[src/rtl/secuenciador_ciclo_pkg.sv]
// Shared definitions for the laundry cycle sequencer: phase codes, actuator bundle
// and the phase-to-actuator decode used by the output stage.
package secuenciador_ciclo_pkg;

  localparam int FASE_W = 3;

  typedef enum logic [FASE_W-1:0] {
    FASE_REPOSO   = 3'd0,
    FASE_LLENADO  = 3'd1,
    FASE_LAVADO   = 3'd2,
    FASE_ENJUAGUE = 3'd3,
    FASE_CENTRIF  = 3'd4,
    FASE_SECADO   = 3'd5,
    FASE_FIN      = 3'd6
  } fase_e;

  typedef struct packed {
    logic valvula;
    logic motor;
    logic centrifugar;
    logic calentar;
  } actuadores_t;

  function automatic actuadores_t decodifica_actuadores(input fase_e f);
    actuadores_t a;
    a = '{valvula: 1'b0, motor: 1'b0, centrifugar: 1'b0, calentar: 1'b0};
    case (f)
      FASE_LLENADO:  a.valvula = 1'b1;
      FASE_LAVADO:   a.motor = 1'b1;
      FASE_ENJUAGUE: begin
        a.valvula = 1'b1;
        a.motor   = 1'b1;
      end
      FASE_CENTRIF: begin
        a.motor       = 1'b1;
        a.centrifugar = 1'b1;
      end
      FASE_SECADO: begin
        a.motor    = 1'b1;
        a.calentar = 1'b1;
      end
      default: a = '{valvula: 1'b0, motor: 1'b0, centrifugar: 1'b0, calentar: 1'b0};
    endcase
    return a;
  endfunction

endpackage

[src/rtl/secuenciador_ciclo_if.sv]
// Request/status bundle between the payment controller (master) and the machine
// sequencer (slave).
interface secuenciador_ciclo_if;
  logic       LAVADO;
  logic       LAVADO_PESADO;
  logic       SECADO;
  logic       insuficiente;
  logic       ocupado;
  logic [2:0] fase;
  logic       valvula;
  logic       motor;
  logic       centrifugar;
  logic       calentar;
  logic       terminado;
  logic       rechazo;

  modport master (
    output LAVADO, LAVADO_PESADO, SECADO, insuficiente,
    input  ocupado, fase, valvula, motor, centrifugar, calentar, terminado, rechazo
  );

  modport slave (
    input  LAVADO, LAVADO_PESADO, SECADO, insuficiente,
    output ocupado, fase, valvula, motor, centrifugar, calentar, terminado, rechazo
  );
endinterface

[src/rtl/secuenciador_ciclo_temporizador.sv]
// Phase timer: CW-bit down counter that loads on request, holds at zero and flags
// expiry while the count is zero.
module temporizador_fase #(
  parameter int CW = 8
) (
  input  logic          clk,
  input  logic          rst,
  input  logic          carga_i,
  input  logic [CW-1:0] valor_i,
  output logic [CW-1:0] cuenta_o,
  output logic          expira_o
);

  logic [CW-1:0] cuenta_d;
  logic [CW-1:0] cuenta_q;

  // Next count: load wins, otherwise count down and saturate at zero.
  always_comb begin
    cuenta_d = cuenta_q;
    if (carga_i) begin
      cuenta_d = valor_i;
    end else if (cuenta_q != {CW{1'b0}}) begin
      cuenta_d = cuenta_q - CW'(1);
    end else begin
      cuenta_d = cuenta_q;
    end
  end

  // Count register.
  always_ff @(posedge clk or posedge rst) begin
    if (rst) begin
      cuenta_q <= {CW{1'b0}};
    end else begin
      cuenta_q <= cuenta_d;
    end
  end

  assign cuenta_o = cuenta_q;
  assign expira_o = (cuenta_q == {CW{1'b0}});

endmodule

[src/rtl/secuenciador_ciclo.sv]
// Timed laundry cycle sequencer: accepts one-cycle mode requests from the payment
// controller and steps fill/wash/rinse/spin/dry, driving registered actuator enables.
module secuenciador_ciclo
  import secuenciador_ciclo_pkg::*;
#(
  parameter int CW         = 8,
  parameter int T_LLENADO  = 4,
  parameter int T_LAVADO   = 8,
  parameter int T_EXTRA    = 4,
  parameter int T_ENJUAGUE = 4,
  parameter int T_CENTRIF  = 4,
  parameter int T_SECADO   = 6
) (
  input  logic                 clk,
  input  logic                 rst,
  secuenciador_ciclo_if.slave  bus
);

  localparam logic [CW-1:0] C_LLENADO  = CW'(T_LLENADO - 1);
  localparam logic [CW-1:0] C_LAVADO   = CW'(T_LAVADO - 1);
  localparam logic [CW-1:0] C_PESADO   = CW'(T_LAVADO + T_EXTRA - 1);
  localparam logic [CW-1:0] C_ENJUAGUE = CW'(T_ENJUAGUE - 1);
  localparam logic [CW-1:0] C_CENTRIF  = CW'(T_CENTRIF - 1);
  localparam logic [CW-1:0] C_SECADO   = CW'(T_SECADO - 1);

  fase_e         state_d, state_q;
  logic          pesado_d, pesado_q;
  logic          segundo_d, segundo_q;
  logic          carga_s;
  logic [CW-1:0] valor_carga_s;
  logic [CW-1:0] cuenta_unused_s;
  logic          expira_s;
  logic          hay_pedido_s;
  logic          libre_s;
  logic          acepta_s;

  logic          ocupado_d, ocupado_q;
  logic [2:0]    fase_d, fase_q;
  actuadores_t   act_d, act_q;
  logic          terminado_d, terminado_q;
  logic          rechazo_d, rechazo_q;

  temporizador_fase #(.CW(CW)) u_temporizador (
    .clk      (clk),
    .rst      (rst),
    .carga_i  (carga_s),
    .valor_i  (valor_carga_s),
    .cuenta_o (cuenta_unused_s),
    .expira_o (expira_s)
  );

  // Idle means idle as seen from outside too, so the FIN cycle still rejects.
  assign hay_pedido_s = bus.LAVADO | bus.LAVADO_PESADO | bus.SECADO;
  assign libre_s      = (state_q == FASE_REPOSO) && !ocupado_q;
  assign acepta_s     = libre_s && !bus.insuficiente;

  // Next-state, flag and timer-load logic.
  always_comb begin
    state_d       = state_q;
    pesado_d      = pesado_q;
    segundo_d     = segundo_q;
    carga_s       = 1'b0;
    valor_carga_s = {CW{1'b0}};
    case (state_q)
      FASE_REPOSO: begin
        if (acepta_s && bus.LAVADO_PESADO) begin
          state_d = FASE_LLENADO; pesado_d = 1'b1; segundo_d = 1'b0;
          carga_s = 1'b1; valor_carga_s = C_LLENADO;
        end else if (acepta_s && bus.LAVADO) begin
          state_d = FASE_LLENADO; pesado_d = 1'b0; segundo_d = 1'b0;
          carga_s = 1'b1; valor_carga_s = C_LLENADO;
        end else if (acepta_s && bus.SECADO) begin
          state_d = FASE_SECADO; pesado_d = 1'b0; segundo_d = 1'b0;
          carga_s = 1'b1; valor_carga_s = C_SECADO;
        end else begin
          state_d = FASE_REPOSO;
        end
      end
      FASE_LLENADO: begin
        if (expira_s) begin
          state_d = FASE_LAVADO; carga_s = 1'b1;
          valor_carga_s = pesado_q ? C_PESADO : C_LAVADO;
        end else begin
          state_d = FASE_LLENADO;
        end
      end
      FASE_LAVADO: begin
        if (expira_s) begin
          state_d = FASE_ENJUAGUE; carga_s = 1'b1; valor_carga_s = C_ENJUAGUE;
        end else begin
          state_d = FASE_LAVADO;
        end
      end
      FASE_ENJUAGUE: begin
        // Heavy wash repeats the rinse once, with no gap between passes.
        if (expira_s && pesado_q && !segundo_q) begin
          segundo_d = 1'b1; carga_s = 1'b1; valor_carga_s = C_ENJUAGUE;
        end else if (expira_s) begin
          state_d = FASE_CENTRIF; carga_s = 1'b1; valor_carga_s = C_CENTRIF;
        end else begin
          state_d = FASE_ENJUAGUE;
        end
      end
      FASE_CENTRIF: begin
        if (expira_s) begin
          state_d = FASE_FIN;
        end else begin
          state_d = FASE_CENTRIF;
        end
      end
      FASE_SECADO: begin
        if (expira_s) begin
          state_d = FASE_FIN;
        end else begin
          state_d = FASE_SECADO;
        end
      end
      FASE_FIN: begin
        state_d = FASE_REPOSO; pesado_d = 1'b0; segundo_d = 1'b0;
      end
      default: begin
        state_d = FASE_REPOSO; pesado_d = 1'b0; segundo_d = 1'b0;
      end
    endcase
  end

  // State and mode flags.
  always_ff @(posedge clk or posedge rst) begin
    if (rst) begin
      state_q   <= FASE_REPOSO;
      pesado_q  <= 1'b0;
      segundo_q <= 1'b0;
    end else begin
      state_q   <= state_d;
      pesado_q  <= pesado_d;
      segundo_q <= segundo_d;
    end
  end

  // Moore decode of the current state, registered one cycle behind it.
  always_comb begin
    fase_d      = 3'(state_q);
    ocupado_d   = (state_q != FASE_REPOSO);
    act_d       = decodifica_actuadores(state_q);
    terminado_d = (state_q == FASE_FIN);
    rechazo_d   = hay_pedido_s && !acepta_s;
  end

  // Output registers; reset drops every actuator immediately.
  always_ff @(posedge clk or posedge rst) begin
    if (rst) begin
      fase_q      <= 3'd0;
      ocupado_q   <= 1'b0;
      act_q       <= '{valvula: 1'b0, motor: 1'b0, centrifugar: 1'b0, calentar: 1'b0};
      terminado_q <= 1'b0;
      rechazo_q   <= 1'b0;
    end else begin
      fase_q      <= fase_d;
      ocupado_q   <= ocupado_d;
      act_q       <= act_d;
      terminado_q <= terminado_d;
      rechazo_q   <= rechazo_d;
    end
  end

  assign bus.fase        = fase_q;
  assign bus.ocupado     = ocupado_q;
  assign bus.valvula     = act_q.valvula;
  assign bus.motor       = act_q.motor;
  assign bus.centrifugar = act_q.centrifugar;
  assign bus.calentar    = act_q.calentar;
  assign bus.terminado   = terminado_q;
  assign bus.rechazo     = rechazo_q;

endmodule
[src/flat_wrapper.sv]
// flat-port wrapper written by rule: the top's interface ports become plain ports
module secuenciador_ciclo_flat import secuenciador_ciclo_pkg::*;
#(
  parameter int CW         = 8,
  parameter int T_LLENADO  = 4,
  parameter int T_LAVADO   = 8,
  parameter int T_EXTRA    = 4,
  parameter int T_ENJUAGUE = 4,
  parameter int T_CENTRIF  = 4,
  parameter int T_SECADO   = 6
)
  (clk, rst, bus_LAVADO, bus_LAVADO_PESADO, bus_SECADO, bus_insuficiente, bus_ocupado, bus_fase, bus_valvula, bus_motor, bus_centrifugar, bus_calentar, bus_terminado, bus_rechazo);
  secuenciador_ciclo_if bus_i ();
  input  logic clk;
  input  logic rst;
  input wire logic [$bits(bus_i.LAVADO)-1:0] bus_LAVADO;
  input wire logic [$bits(bus_i.LAVADO_PESADO)-1:0] bus_LAVADO_PESADO;
  input wire logic [$bits(bus_i.SECADO)-1:0] bus_SECADO;
  input wire logic [$bits(bus_i.insuficiente)-1:0] bus_insuficiente;
  output wire logic [$bits(bus_i.ocupado)-1:0] bus_ocupado;
  output wire logic [$bits(bus_i.fase)-1:0] bus_fase;
  output wire logic [$bits(bus_i.valvula)-1:0] bus_valvula;
  output wire logic [$bits(bus_i.motor)-1:0] bus_motor;
  output wire logic [$bits(bus_i.centrifugar)-1:0] bus_centrifugar;
  output wire logic [$bits(bus_i.calentar)-1:0] bus_calentar;
  output wire logic [$bits(bus_i.terminado)-1:0] bus_terminado;
  output wire logic [$bits(bus_i.rechazo)-1:0] bus_rechazo;
  assign bus_i.LAVADO = bus_LAVADO;
  assign bus_i.LAVADO_PESADO = bus_LAVADO_PESADO;
  assign bus_i.SECADO = bus_SECADO;
  assign bus_i.insuficiente = bus_insuficiente;
  assign bus_ocupado = bus_i.ocupado;
  assign bus_fase = bus_i.fase;
  assign bus_valvula = bus_i.valvula;
  assign bus_motor = bus_i.motor;
  assign bus_centrifugar = bus_i.centrifugar;
  assign bus_calentar = bus_i.calentar;
  assign bus_terminado = bus_i.terminado;
  assign bus_rechazo = bus_i.rechazo;
  secuenciador_ciclo #(.CW(CW), .T_LLENADO(T_LLENADO), .T_LAVADO(T_LAVADO), .T_EXTRA(T_EXTRA), .T_ENJUAGUE(T_ENJUAGUE), .T_CENTRIF(T_CENTRIF), .T_SECADO(T_SECADO)) u_core (.clk(clk), .rst(rst), .bus(bus_i));
endmodule
[config.mk]
export PLATFORM = sky130hd
export DESIGN_NAME = secuenciador_ciclo_flat
export DESIGN_NICKNAME = d
export VERILOG_FILES = /design/src/rtl/secuenciador_ciclo_pkg.sv /design/src/rtl/secuenciador_ciclo_if.sv /design/src/rtl/secuenciador_ciclo_temporizador.sv /design/src/rtl/secuenciador_ciclo.sv /design/src/flat_wrapper.sv
export SDC_FILE = /design/constraint.sdc
export NUM_CORES = 1
export LEC_CHECK = 0
export CORE_ASPECT_RATIO = 1.75
export CORE_MARGIN = 4
export CORE_UTILIZATION = 35
export DETAILED_ROUTE_END_ITERATION = 10
export PLACE_DENSITY = 0.65
export SYNTH_ARGS = -nofsm -noshare
export SYNTH_HDL_FRONTEND = slang
export SYNTH_SLANG_ARGS = --single-unit
export TNS_END_PERCENT = 10
[constraint.sdc]
create_clock -name clk -period 2.35 [get_ports clk]
set_clock_uncertainty 0.1 [all_clocks]
set_input_delay 0.235 -clock clk [delete_from_list [all_inputs] [get_ports clk]]
set_output_delay 0.235 -clock clk [all_outputs]
set_load 0.05 [all_outputs]
==> results.txt <==
- Antenna violations before repair: 0
* Total clock buffers created by CTS: 3
- Reg power frac: about two fifths
- Crit path DAT: about 2.0 ns
* Vias per cell: about 5.5
- Required @ worst endpoint: 2.38 ns
- The area growth from synthesis to layout is 23.4%.
* CTS hold repair buffers: 0
- Final cell utilization of the core: between 40% and 50%
- After clock tree synthesis, the clock-pin slew on the worst setup and hold paths is 0.07 ns.
- The via count of the first global-routing pass was 790.
- Critical path type: reg2reg
- Post-Synthesis Net Count: between 100 and 150
- Internal Power: 1.04 mW
- Row cnt: 26
* Power density relative to cell area: 1440 nW/um^2
* GRT Total Usage: between 10% and 20%
* Number of flops mapped to enable cells by yosys: 0
* Crit Path Max Fanout: 9
- Based on the critical path, the design can be clocked at up to approximately 0.50 GHz.
- The initial utilization of the core area, before any placement, comes to 36.0%.
- In this run the biggest area consumer among cell types represents 55.2% of the synthesized area.
- In this run the clock root is driven by a sky130_fd_sc_hd__clkbuf_8.
- Class of the tightest hold or removal check: in2async
- NumNets Final: approximately 130
- Synthesis inferred 23 register bits.
- Worst slew margin relative to its limit: 66.9%
* NetSw: 803 uW
- For this run, the number of standard cells in the final layout without fillers is ~150.
- Of all cell types, the one taking the most synthesized area is sky130_fd_sc_hd__dfrtp_1.
- Async S/R FF share, synth: 100%
- For this design the top-level I/O count stands at 16.
- Worst-case vdd ir drop: about 0.68 mV
* Unrepaired setup endpoints after global routing: false
- Pin count of the biggest net entering global routing: 23
* Post-synth design cell area: around 1000 sq um
* Depth of the CTS H-tree: 1
* Detailed-route via count: between 800 and 900
* Die footprint: a little under 4000 sq um
- Clock latency on the worst-skew pair, taken at its later pin, is 0.25 ns.
- A synthesized cell averages approximately 11 sq um.
- Share of the yosys chip area belonging to registers: 55.2%
- Subtracting the final worst setup slack from the clock period gives 1.99 ns.
- Die Y-Extent: about 80 um
- The count of buffers added on input and output ports is 15.
* Fin. Hold Viols: 0
- Measured in cells, the most critical reg-to-reg path has a length of 6.
- Dominant synthesized flop cell: sky130_fd_sc_hd__dfrtp_1
- Total gr overflow: 0
- The pre-antenna-repair detailed-routing pass consisted of 4 iterations.
- For this run, the number of Yosys warnings is 0.
- After detailed placement, the design holds a cell count of approximately 140.
- Proportion of power drawn by combinational gates: between 40% and 50%
* First-iteration detailed-routing DRC count: 15
- Switching part of the total power: roughly 43%
- Number of sinks driven by the clock tree: 23
* Remaining number of nets flagged by the antenna check after routing: 0
* Post-CTS sizing: 0
- The post-route netlist has ~10% of its cells at a drive strength greater than 1.
- The repair_antennas step left the layout with diodes totalling 0.
* Outcome: finished, final reports clean
- Kind of capture point of the worst setup path: flop
- Number of maximum-capacitance constraint violations: 0
- Start of the worst register-to-register path: u_core.u_temporizador.cuenta_o[0]$_DFFE_PP0P_
- Setup violations remaining at the end of the flow were counted as 0.
- Fin Hold WS: around 0.026 ns
- Largest cells by area after synthesis: sky130_fd_sc_hd__dfrtp_1 (55%), sky130_fd_sc_hd__nor2_1 (4.0%), sky130_fd_sc_hd__nand3_1 (2.9%)
- Clk pwr share: between 10% and 20%
* Maximum number of buffers from clock root to sink: 2
- Number of cells produced by synthesis: between 90 and 100
* Reg-to-reg endpoint: u_core.u_temporizador.cuenta_o[5]$_DFFE_PP0P_
- Setup TNS: 0 ns
- The final critical path takes up 84.9% of the cycle.
* Register-to-Register Setup Slack: between 0.3 and 0.4 ns
- Counting distinct cell types in the post-synthesis netlist gives 35.
* Number of setup buffers added after CTS: 0
- The die is between 40 and 50 um wide.
* Overall Power: between 1.5 and 2 mW
- TritonCTS built the clock tree.
- STA classifies the critical path startpoint as a flop.
- The max-slew violation count was 0.
- Least-Margin Pin Slew: 0.484 ns
* Final WL: between 2000 and 2500 um
- Dividing the detail-routed wire length by the instance count gives between 10 and 15 um.
* Number of remaining DRC errors: 0
* Wire length of the first global-routing pass: approximately 3600 um
- Core area: between 2000 and 3000 sq um
* Leakage power figure: between 0.5 and 0.6 nW
- The congestion estimate from routability-driven global placement came to around 0.91.
- Sum of net half-perimeters after detailed placement: about 1700 um
[how the worst max path moves through the flow]
stage,endpoint,slack [ns],cells past startpoint,startpoint
after detailed placement,u_core.u_temporizador.cuenta_o[5]$_DFFE_PP0P_,0.38,6,u_core.u_temporizador.cuenta_o[0]$_DFFE_PP0P_
after CTS,u_core.u_temporizador.cuenta_o[5]$_DFFE_PP0P_,0.36,6,u_core.u_temporizador.cuenta_o[0]$_DFFE_PP0P_
after global routing,u_core.u_temporizador.cuenta_o[5]$_DFFE_PP0P_,0.14,6,u_core.u_temporizador.cuenta_o[1]$_DFFE_PP0P_
after global placement,u_core.u_temporizador.cuenta_o[4]$_DFFE_PP0P_,0.42,7,u_core.u_temporizador.cuenta_o[1]$_DFFE_PP0P_
after floorplan,u_core.pesado_q$_DFFE_PP0P_,0.43,5,u_core.fase_d[0]$_DFFE_PP0P_
final,u_core.u_temporizador.cuenta_o[5]$_DFFE_PP0P_,0.36,6,u_core.u_temporizador.cuenta_o[0]$_DFFE_PP0P_
[power by group through the flow]
stage | registers (mW) | logic (mW) | clock network [mW]
after floorplan | 0.898 | 0.439 | 0
after global routing | 0.743 | 0.986 | 0.258
final | 0.708 | 0.909 | 0.229
after global placement | 0.708 | 0.903 | 0
after CTS | 0.707 | 0.920 | 0.237
after detailed placement | 0.714 | 0.914 | 0
[cell usage after synthesis, drive strengths merged (3+ instances only)]
cell type / count
dfrtp: 23
inv: 7
nor4: 3
buf: 3
o211ai: 3
nand2: 5
nor3: 3
nor2: 11
nand3: 6
xor2: 3
o31ai: 4
[flip-flops by register name, summed over array words and instances, names as in the netlist]
name                            flops
u_core.u_temporizador.cuenta_o      8
u_core.bus.fase                     3
u_core.fase_d                       3
u_core.bus.calentar                 1
u_core.bus.centrifugar              1
u_core.bus.motor                    1
u_core.bus.ocupado                  1
u_core.bus.rechazo                  1
u_core.bus.terminado                1
u_core.bus.valvula                  1
u_core.pesado_q                     1
u_core.segundo_q                    1
[per-layer routing]
| metal | track usage [%] | routed length (um) | vias up |
|---|---|---|---|
| li1 | - | - | 385 |
| met1 | 12.7 | 800 | 397 |
| met2 | 22.4 | 1160 | 16 |
| met3 | 1.86 | 57 | 7 |
| met4 | 5.41 | 65 | 0 |
| met5 | 0 | 0 | - |
[area by class of cell]
cell class	instances	area (sq um)
tap	28	35.0
timing repair buffer	21	195
multi-input combinational	63	409
fill	250	1610
inverter	7	26.3
clock buffer	4	45.0
sequential	23	576
[cell families (layout without fill, tap and decap cells)]
group	after synthesis	after routing	share of synthesized area [%]
AOI/OAI and AO/OA	16	16	11.9
xor gates and xnor gates	5	5	4.20
adders and majority gates	1	1	1.20
buffers and inverters	11	32	5.52
DFF	23	23	55.2
muxes	2	2	1.92
and+or+nand+nor	39	39	20.0
[worst max-delay path: stages, from the launching register on]
cell and delay (ns):
sky130_fd_sc_hd__dfrtp_1 0.40, sky130_fd_sc_hd__inv_1 0.09, sky130_fd_sc_hd__ha_1 0.24, sky130_fd_sc_hd__nor3b_1 0.34
sky130_fd_sc_hd__nand2_1 0.26, sky130_fd_sc_hd__o31ai_2 0.34, sky130_fd_sc_hd__nor2_1 0.10
[placed cells by master (no fill, tap or decap), drive strengths merged, types with 2 or more instances in the layout]
cell,n
nand3,6
or4,2
nor2,11
o21ai,2
buf,6
nand2,5
inv,7
xor2,3
o31ai,4
dfrtp,23
nor4,3
mux2i,2
clkbuf,4
nor3b,2
xnor2,2
clkdlybuf4s50,15
nor3,3
o211ai,3
[metrics by stage]
step	worst slack (ns)	area, sq um
finish	0.355	1290
global route	0.137	1290
CTS	0.357	1290
detailed placement	0.379	1240
global placement	0.422	1240
floorplan	0.429	1040
(Power assumes the default switching activity.)
